`config.mk`:
```
export PLATFORM = sky130hd
export DESIGN_NAME = cache_nway
export DESIGN_NICKNAME = d
export VERILOG_FILES = /design/src/rtl/cache_nway.sv
export SDC_FILE = /design/constraint.sdc
export NUM_CORES = 2
export LEC_CHECK = 0
export CAP_MARGIN = 20
export CELL_PAD_IN_SITES_DETAIL_PLACEMENT = 1
export CELL_PAD_IN_SITES_GLOBAL_PLACEMENT = 1
export CORE_ASPECT_RATIO = 2
export CORE_MARGIN = 8
export CORE_UTILIZATION = 23
export DETAILED_ROUTE_END_ITERATION = 10
export PLACE_DENSITY = 0.53
export SYNTH_ARGS = -nofsm -noshare
export SYNTH_HDL_FRONTEND = slang
export SYNTH_SLANG_ARGS = --single-unit
```
`constraint.sdc`:
```
create_clock -name clk -period 5.4 [get_ports clk]
set_input_delay 1.62 -clock clk [delete_from_list [all_inputs] [get_ports clk]]
set_output_delay 1.62 -clock clk [all_outputs]
set_load 0.02 [all_outputs]
```
`src/rtl/cache_nway.sv`:
```
// N-way set-associative, write-through, write-no-allocate cache with round-robin replacement.
// Optional hit/miss counters are enabled by defining CACHE_STATS_EN.
module cache_nway #(
  parameter int WAYS   = 4,
  parameter int SETS   = 16,
  parameter int ADDR_W = 32,
  parameter int DATA_W = 32
) (
  input  logic              clk,
  input  logic              rst_n,
  input  logic              req,
  input  logic              wr,
  input  logic [ADDR_W-1:0] addr,
  input  logic [DATA_W-1:0] wdata,
  input  logic              flush,
  output logic              ready,
  output logic              resp_valid,
  output logic [DATA_W-1:0] rdata,
  output logic              miss,
  output logic              ram_req,
  output logic              ram_wr,
  output logic [ADDR_W-1:0] ram_addr,
  output logic [DATA_W-1:0] ram_wdata,
  input  logic              ram_ack,
  input  logic [DATA_W-1:0] ram_rdata
`ifdef CACHE_STATS_EN
  ,
  output logic [31:0]       hit_count,
  output logic [31:0]       miss_count
`endif
);

  localparam int IDX_W = $clog2(SETS);
  localparam int TAG_W = ADDR_W - IDX_W;
  localparam int WAY_W = $clog2(WAYS);

  typedef enum logic [2:0] {
    S_IDLE,
    S_LOOKUP,
    S_MEM_RD,
    S_MEM_WR,
    S_FLUSH
  } state_t;

  state_t state_q, state_d;

  logic              req_wr_q;
  logic [ADDR_W-1:0] req_addr_q;
  logic [DATA_W-1:0] req_wdata_q;
  logic              hit_q;
  logic [WAY_W-1:0]  victim_q;
  logic              victim_rr_q;

  logic [WAYS-1:0]   valid_q [SETS];
  logic [WAY_W-1:0]  rr_q    [SETS];
  logic [TAG_W-1:0]  tag_q   [SETS][WAYS];
  logic [DATA_W-1:0] data_q  [SETS][WAYS];

  logic [IDX_W-1:0]  req_idx;
  logic [TAG_W-1:0]  req_tag;
  logic              hit;
  logic [WAY_W-1:0]  hit_way;
  logic [DATA_W-1:0] hit_data;
  logic [WAY_W-1:0]  victim_way;
  logic              victim_rr;
  logic              resp_fire;
  logic              resp_miss;

  assign req_idx  = req_addr_q[IDX_W-1:0];
  assign req_tag  = req_addr_q[ADDR_W-1:IDX_W];
  assign hit_data = data_q[req_idx][hit_way];
  assign ready    = (state_q == S_IDLE);

  // Parallel tag compare plus victim choice: lowest invalid way, else the set's round-robin pointer.
  always_comb begin
    hit        = 1'b0;
    hit_way    = '0;
    victim_way = rr_q[req_idx];
    victim_rr  = 1'b1;
    for (int w = WAYS - 1; w >= 0; w--) begin
      if (!valid_q[req_idx][w]) begin
        victim_way = WAY_W'(w);
        victim_rr  = 1'b0;
      end
    end
    for (int w = 0; w < WAYS; w++) begin
      if (valid_q[req_idx][w] && (tag_q[req_idx][w] == req_tag)) begin
        hit     = 1'b1;
        hit_way = WAY_W'(w);
      end
    end
  end

  always_comb begin
    resp_fire = ((state_q == S_LOOKUP) && !req_wr_q && hit) ||
                (((state_q == S_MEM_RD) || (state_q == S_MEM_WR)) && ram_ack);
    resp_miss = (state_q == S_MEM_RD) || ((state_q == S_MEM_WR) && !hit_q);
  end

  always_comb begin
    state_d = state_q;
    case (state_q)
      S_IDLE: begin
        if (flush)    state_d = S_FLUSH;
        else if (req) state_d = S_LOOKUP;
      end
      S_LOOKUP: begin
        if (req_wr_q) state_d = S_MEM_WR;
        else if (hit) state_d = S_IDLE;
        else          state_d = S_MEM_RD;
      end
      S_MEM_RD: if (ram_ack) state_d = S_IDLE;
      S_MEM_WR: if (ram_ack) state_d = S_IDLE;
      S_FLUSH:  state_d = S_IDLE;
      default:  state_d = S_IDLE;
    endcase
  end

  always_ff @(posedge clk or negedge rst_n) begin
    if (!rst_n) begin
      state_q     <= S_IDLE;
      req_wr_q    <= 1'b0;
      req_addr_q  <= '0;
      req_wdata_q <= '0;
      hit_q       <= 1'b0;
      victim_q    <= '0;
      victim_rr_q <= 1'b0;
      resp_valid  <= 1'b0;
      rdata       <= '0;
      miss        <= 1'b0;
      ram_req     <= 1'b0;
      ram_wr      <= 1'b0;
      ram_addr    <= '0;
      ram_wdata   <= '0;
      for (int s = 0; s < SETS; s++) begin
        valid_q[s] <= '0;
        rr_q[s]    <= '0;
      end
    end else begin
      state_q    <= state_d;
      resp_valid <= resp_fire;
      if (resp_fire) miss <= resp_miss;
      case (state_q)
        S_IDLE: begin
          if (req && !flush) begin
            req_wr_q    <= wr;
            req_addr_q  <= addr;
            req_wdata_q <= wdata;
          end
        end
        S_LOOKUP: begin
          hit_q       <= hit;
          victim_q    <= victim_way;
          victim_rr_q <= victim_rr;
          if (req_wr_q || !hit) begin
            ram_req   <= 1'b1;
            ram_wr    <= req_wr_q;
            ram_addr  <= req_addr_q;
            ram_wdata <= req_wdata_q;
          end else begin
            rdata <= hit_data;
          end
        end
        S_MEM_RD: begin
          if (ram_ack) begin
            ram_req                    <= 1'b0;
            rdata                      <= ram_rdata;
            valid_q[req_idx][victim_q] <= 1'b1;
            if (victim_rr_q) rr_q[req_idx] <= rr_q[req_idx] + WAY_W'(1);
          end
        end
        S_MEM_WR: begin
          if (ram_ack) ram_req <= 1'b0;
        end
        S_FLUSH: begin
          for (int s = 0; s < SETS; s++) begin
            valid_q[s] <= '0;
            rr_q[s]    <= '0;
          end
        end
        default: ;
      endcase
    end
  end

  // Line storage needs no reset: valid bits gate every use of tag and data.
  always_ff @(posedge clk) begin
    if ((state_q == S_LOOKUP) && req_wr_q && hit) begin
      data_q[req_idx][hit_way] <= req_wdata_q;
    end
    if ((state_q == S_MEM_RD) && ram_ack) begin
      data_q[req_idx][victim_q] <= ram_rdata;
      tag_q[req_idx][victim_q]  <= req_tag;
    end
  end

`ifdef CACHE_STATS_EN
  always_ff @(posedge clk or negedge rst_n) begin
    if (!rst_n) begin
      hit_count  <= '0;
      miss_count <= '0;
    end else if (state_q == S_FLUSH) begin
      hit_count  <= '0;
      miss_count <= '0;
    end else if (resp_fire) begin
      if (resp_miss) miss_count <= miss_count + 32'd1;
      else           hit_count  <= hit_count + 32'd1;
    end
  end
`endif

endmodule
```
==> summary.md <==
| Metric | Value |
|---|---|
| Final setup vio count | 2 |
| Kind of critical path | flop to flop |
| CP max FO | 24 |
| # rows | roughly 440 |
| Total GRT Usage | 15.35% |
| Worst rel slew slack | 21.27% |
| Post-synth EDFFs | 3,840 |
| Hold endpoint | valid_q[36] |
| RSZ-0062 raised after global routing | no |
| Worst EP required | between 6 and 7 ns |
| Residual DRC count | 0 |
| Netlist cell types | between 90 and 100 |
| Die width | 612.1 um |
| Max VDD drop | 0.3838 mV |
| Final ANT Viol Nets | 0 |
| Reg-to-Reg Start | req_addr_q[3] |
| FFs w/ async S/R, synth | under 10% |
| Fin crit period | 5.402 ns |
| Seq/Total Area, Yosys | 74.64% |
| Element type at the critical path end | flop |
| Final global-route overflow total | 0 |
| Met1 Resource Use GR | 15.59% |
| DP Wirelength | 411,000 um |
| Setup slack at placement | -0.5679 ns |
| Nets | 8,665 |
| TritonRoute pass-1 iters | 5 |
| Delay-heaviest family, CP | simple AND/OR/NAND/NOR gates |
| Routed WL per cell | 32.02 um |
| Vias per inst | 4.600 |
| Syn-to-layout area delta | 20.68% |
| Register-to-register setup slack | -0.002 ns |
| Clock Skew | about 0.13 ns |
| Cells on worst reg2reg path | 16 |
| HP Start | valid_q[36] |
| Crit path from | req_addr_q[3] |
| Slowest CP cell | o22ai_1 |
| Leak | 61.93 nW |
| Core Region | 709,700 um^2 |
| Placer congestion estimate | 0.8804 |
| Worst hold stages | 1 |
| Worst Path Buf+Inv | 6 |
| Global-route wire length before repair | 794,000 um |
| Clock slew at reported path FFs | 0.07 ns |
| CTS tree | yes |
| Pwr Density | 578.7 nW/um^2 |
| Final wirelength | a little under 600,000 um |
| Largest Register | data_q |
| Worst r2r dst | data_q[3][34] |
| Port bufs | between 200 and 250 |
| Drt initial violations | 7,425 |
| Die H | 1208 um |
| Cell count after synthesis | 7,712 |
| Final period util | 100.0% |
| HP Class | flop to flop |
| Met2 Use GR | slightly below 30% |
| CP Depth | 16 |
| I/O pins | about 200 |
| Worst stage delay on the critical path | 0.69 ns |
| TritonCTS Buffers | 378 |
| Worst EP arrival | 6.08 ns |
| Status | finished with violations |
| Top_reg_cell synth | edfxtp_1 |
| Max_cap viols | 0 |
| Total power | about 0.11 W |
| Syn nets | 7,814 |
| Starting density of the core | 23.03% |
| Die Area | 739,600 um^2 |
| Fin area | approximately 200,000 um^2 |
| Largest regs | data_q x2048, tag_q x1792, valid_q x64 |
| DR vias | roughly 84,000 |
| Ratio of cells with drive above 1 in the final layout | between 30% and 40% |
| Clock Latency Late Sink | roughly 1.0 ns |
| Worst setup margin | -0.001946 ns |
| Max reg flops | between 2,000 and 2,500 |
| Failing checks | negative setup slack |
| Critical path cell sequence | buf_12 > buf_4 > mux2_2 > o22ai_1 > nor3_1 > buf_4 > or3_1 > o2bb2ai_1 > nand3_1 > or3_2 > nand2_1 > buf_4 > o21a_1 > buf_12 > nor2_4 > buf_12 |
| Vias in the first global route | 91,257 |
| Slew @ Worst Pin | 1.181 ns |
| Max Fclk | 185.1 MHz |
| Fin Hold WS | 0.4884 ns |
| Final Hold Fails | 0 |
| #FFs+latches synth | 4,108 |
| Clock Sinks | 4,108 |
| Largest net degree at the start of global routing | 131 |
| Final Max Tran Viols | 0 |
| Avg Inst Size Synth | 21.20 um^2 |
| Post-synthesis cell area | 163,500 um^2 |
| H-tree depth | 5 |
| Deepest clock path buffer count | 4 |
| DP Area | 184,000 um^2 |
| Layer with the highest usage | met2 |
| Ys Warns | 0 |
| GR Util met3 | under 10% |
| Initial antenna violation count | 24 |
| CP Launch Type | flop |
| CTS Root Buffer Type | clkbuf_16 |
| Cts hold-fix bufs | 0 |
## timing repair
action | in CTS | in global routing
setup buffers | 15 | 3
pin swaps | 12 | 2
endpoints found under the setup margin | 1695 | 410
resized for setup | 13 | 4
cloned | 2 | 0
## cell usage in the layout (no fill, tap or decap), drive strengths merged, types with 22 or more instances in the layout
| cell | Yosys | routed |
|---|---|---|
| buf | 257 | 730 |
| nand3 | 40 | 40 |
| nor2 | 216 | 218 |
| and3 | 24 | 24 |
| mux2i | 343 | 343 |
| nand4 | 33 | 33 |
| inv | 36 | 49 |
| bufinv | 0 | 48 |
| o21ai | 45 | 45 |
| xnor2 | 82 | 82 |
| dfrtp | 268 | 268 |
| o21a | 75 | 75 |
| a31oi | 45 | 45 |
| nand2 | 138 | 138 |
| a21oi | 93 | 93 |
| clkbuf | 206 | 462 |
| nand3b | 22 | 22 |
| clkinv | 6 | 150 |
| o22ai | 66 | 66 |
| a22oi | 84 | 84 |
| o2bb2ai | 24 | 24 |
| clkdlybuf4s50 | 0 | 201 |
| mux2 | 349 | 349 |
| mux4 | 1001 | 1001 |
| edfxtp | 3840 | 3840 |
| clkinvlp | 0 | 31 |
| nor3 | 77 | 77 |
## metrics by stage
| step | utilization (%) | cells | TNS [ns] |
|---|---|---|---|
| after detailed placement | 25.93 | 17621 | -524.61 |
| final | 27.80 | 18359 | -0.003514 |
| after CTS | 27.78 | 18335 | 0 |
| after global placement | 25.86 | 17599 | -2376.22 |
| after floorplan | - | 7712 | -103.06 |
| after global routing | 27.80 | 18355 | 0 |
## synth_stat cells (31+ instances only)
cell | number | area share, %
edfxtp_1 | 3840 | 71
mux4_2 | 1001 | 14
mux2i_1 | 343 | 2.1
mux2_2 | 280 | 1.9
dfrtp_1 | 268 | 4.1
nor2_1 | 215 | 0.49
clkbuf_1 | 206 | 0.47
nand2_1 | 138 | 0.32
buf_1 | 93 | 0.21
a21oi_1 | 92 | 0.28
buf_2 | 85 | 0.26
a22oi_1 | 84 | 0.39
xnor2_1 | 82 | 0.44
nor3_1 | 76 | 0.23
o21a_1 | 75 | 0.34
o22ai_1 | 66 | 0.25
mux2_4 | 49 | 0.45
a31oi_1 | 45 | 0.17
buf_6 | 45 | 0.31
o21ai_0 | 42 | 0.13
nand3_1 | 39 | 0.12
nand4_1 | 33 | 0.13
inv_1 | 31 | 0.071
## per-layer routing
metal | share of wire (%) | vias up
li1 | - | 33992
met1 | 33 | 46709
met2 | 55 | 2751
met3 | 4.2 | 983
met4 | 7.5 | 8
met5 | 0.010 | -
## cell families (layout without fill, tap and decap cells)
kind of cell | count (synthesis) | after routing | synth area share, %
flops | 4108 | 4108 | 74.64
mux | 1693 | 1693 | 18.41
xor+xnor | 93 | 93 | 0.4983
simple gates | 679 | 681 | 2.091
other cells | 0 | 19 | 0
compound gates | 634 | 634 | 2.811
buf+inv | 505 | 1671 | 1.552
## cell type report
| class | instances | area, um^2 |
|---|---|---|
| Antenna cell | 19 | 47.55 |
| Fill cell | 72626 | 512400 |
| Inverter | 42 | 167.7 |
| Multi-Input combinational cell | 3101 | 40130 |
| Clock buffer | 461 | 10020 |
| Tap cell | 9460 | 11840 |
| Sequential cell | 4108 | 122100 |
| Timing Repair Buffer | 932 | 10140 |
| Clock inverter | 236 | 2844 |
## worst max path at each step
stage / endpoint
3_5_place_dp: data_q[12][126]
4_1_cts: data_q[9][115]
5_1_grt: data_q[9][115]
2_1_floorplan: data_q[11][0]
3_3_place_gp: data_q[10][115]
6_report: data_q[3][34]
## where the power goes
group          internal [W]  leakage (nW)  switching [W]
Sequential           0.0403          37.9        0.00232
Combinational        0.0159          17.8         0.0275
Clock                0.0157          6.18         0.0125
Total                0.0718          61.9         0.0423
(Power assumes the default switching activity.)
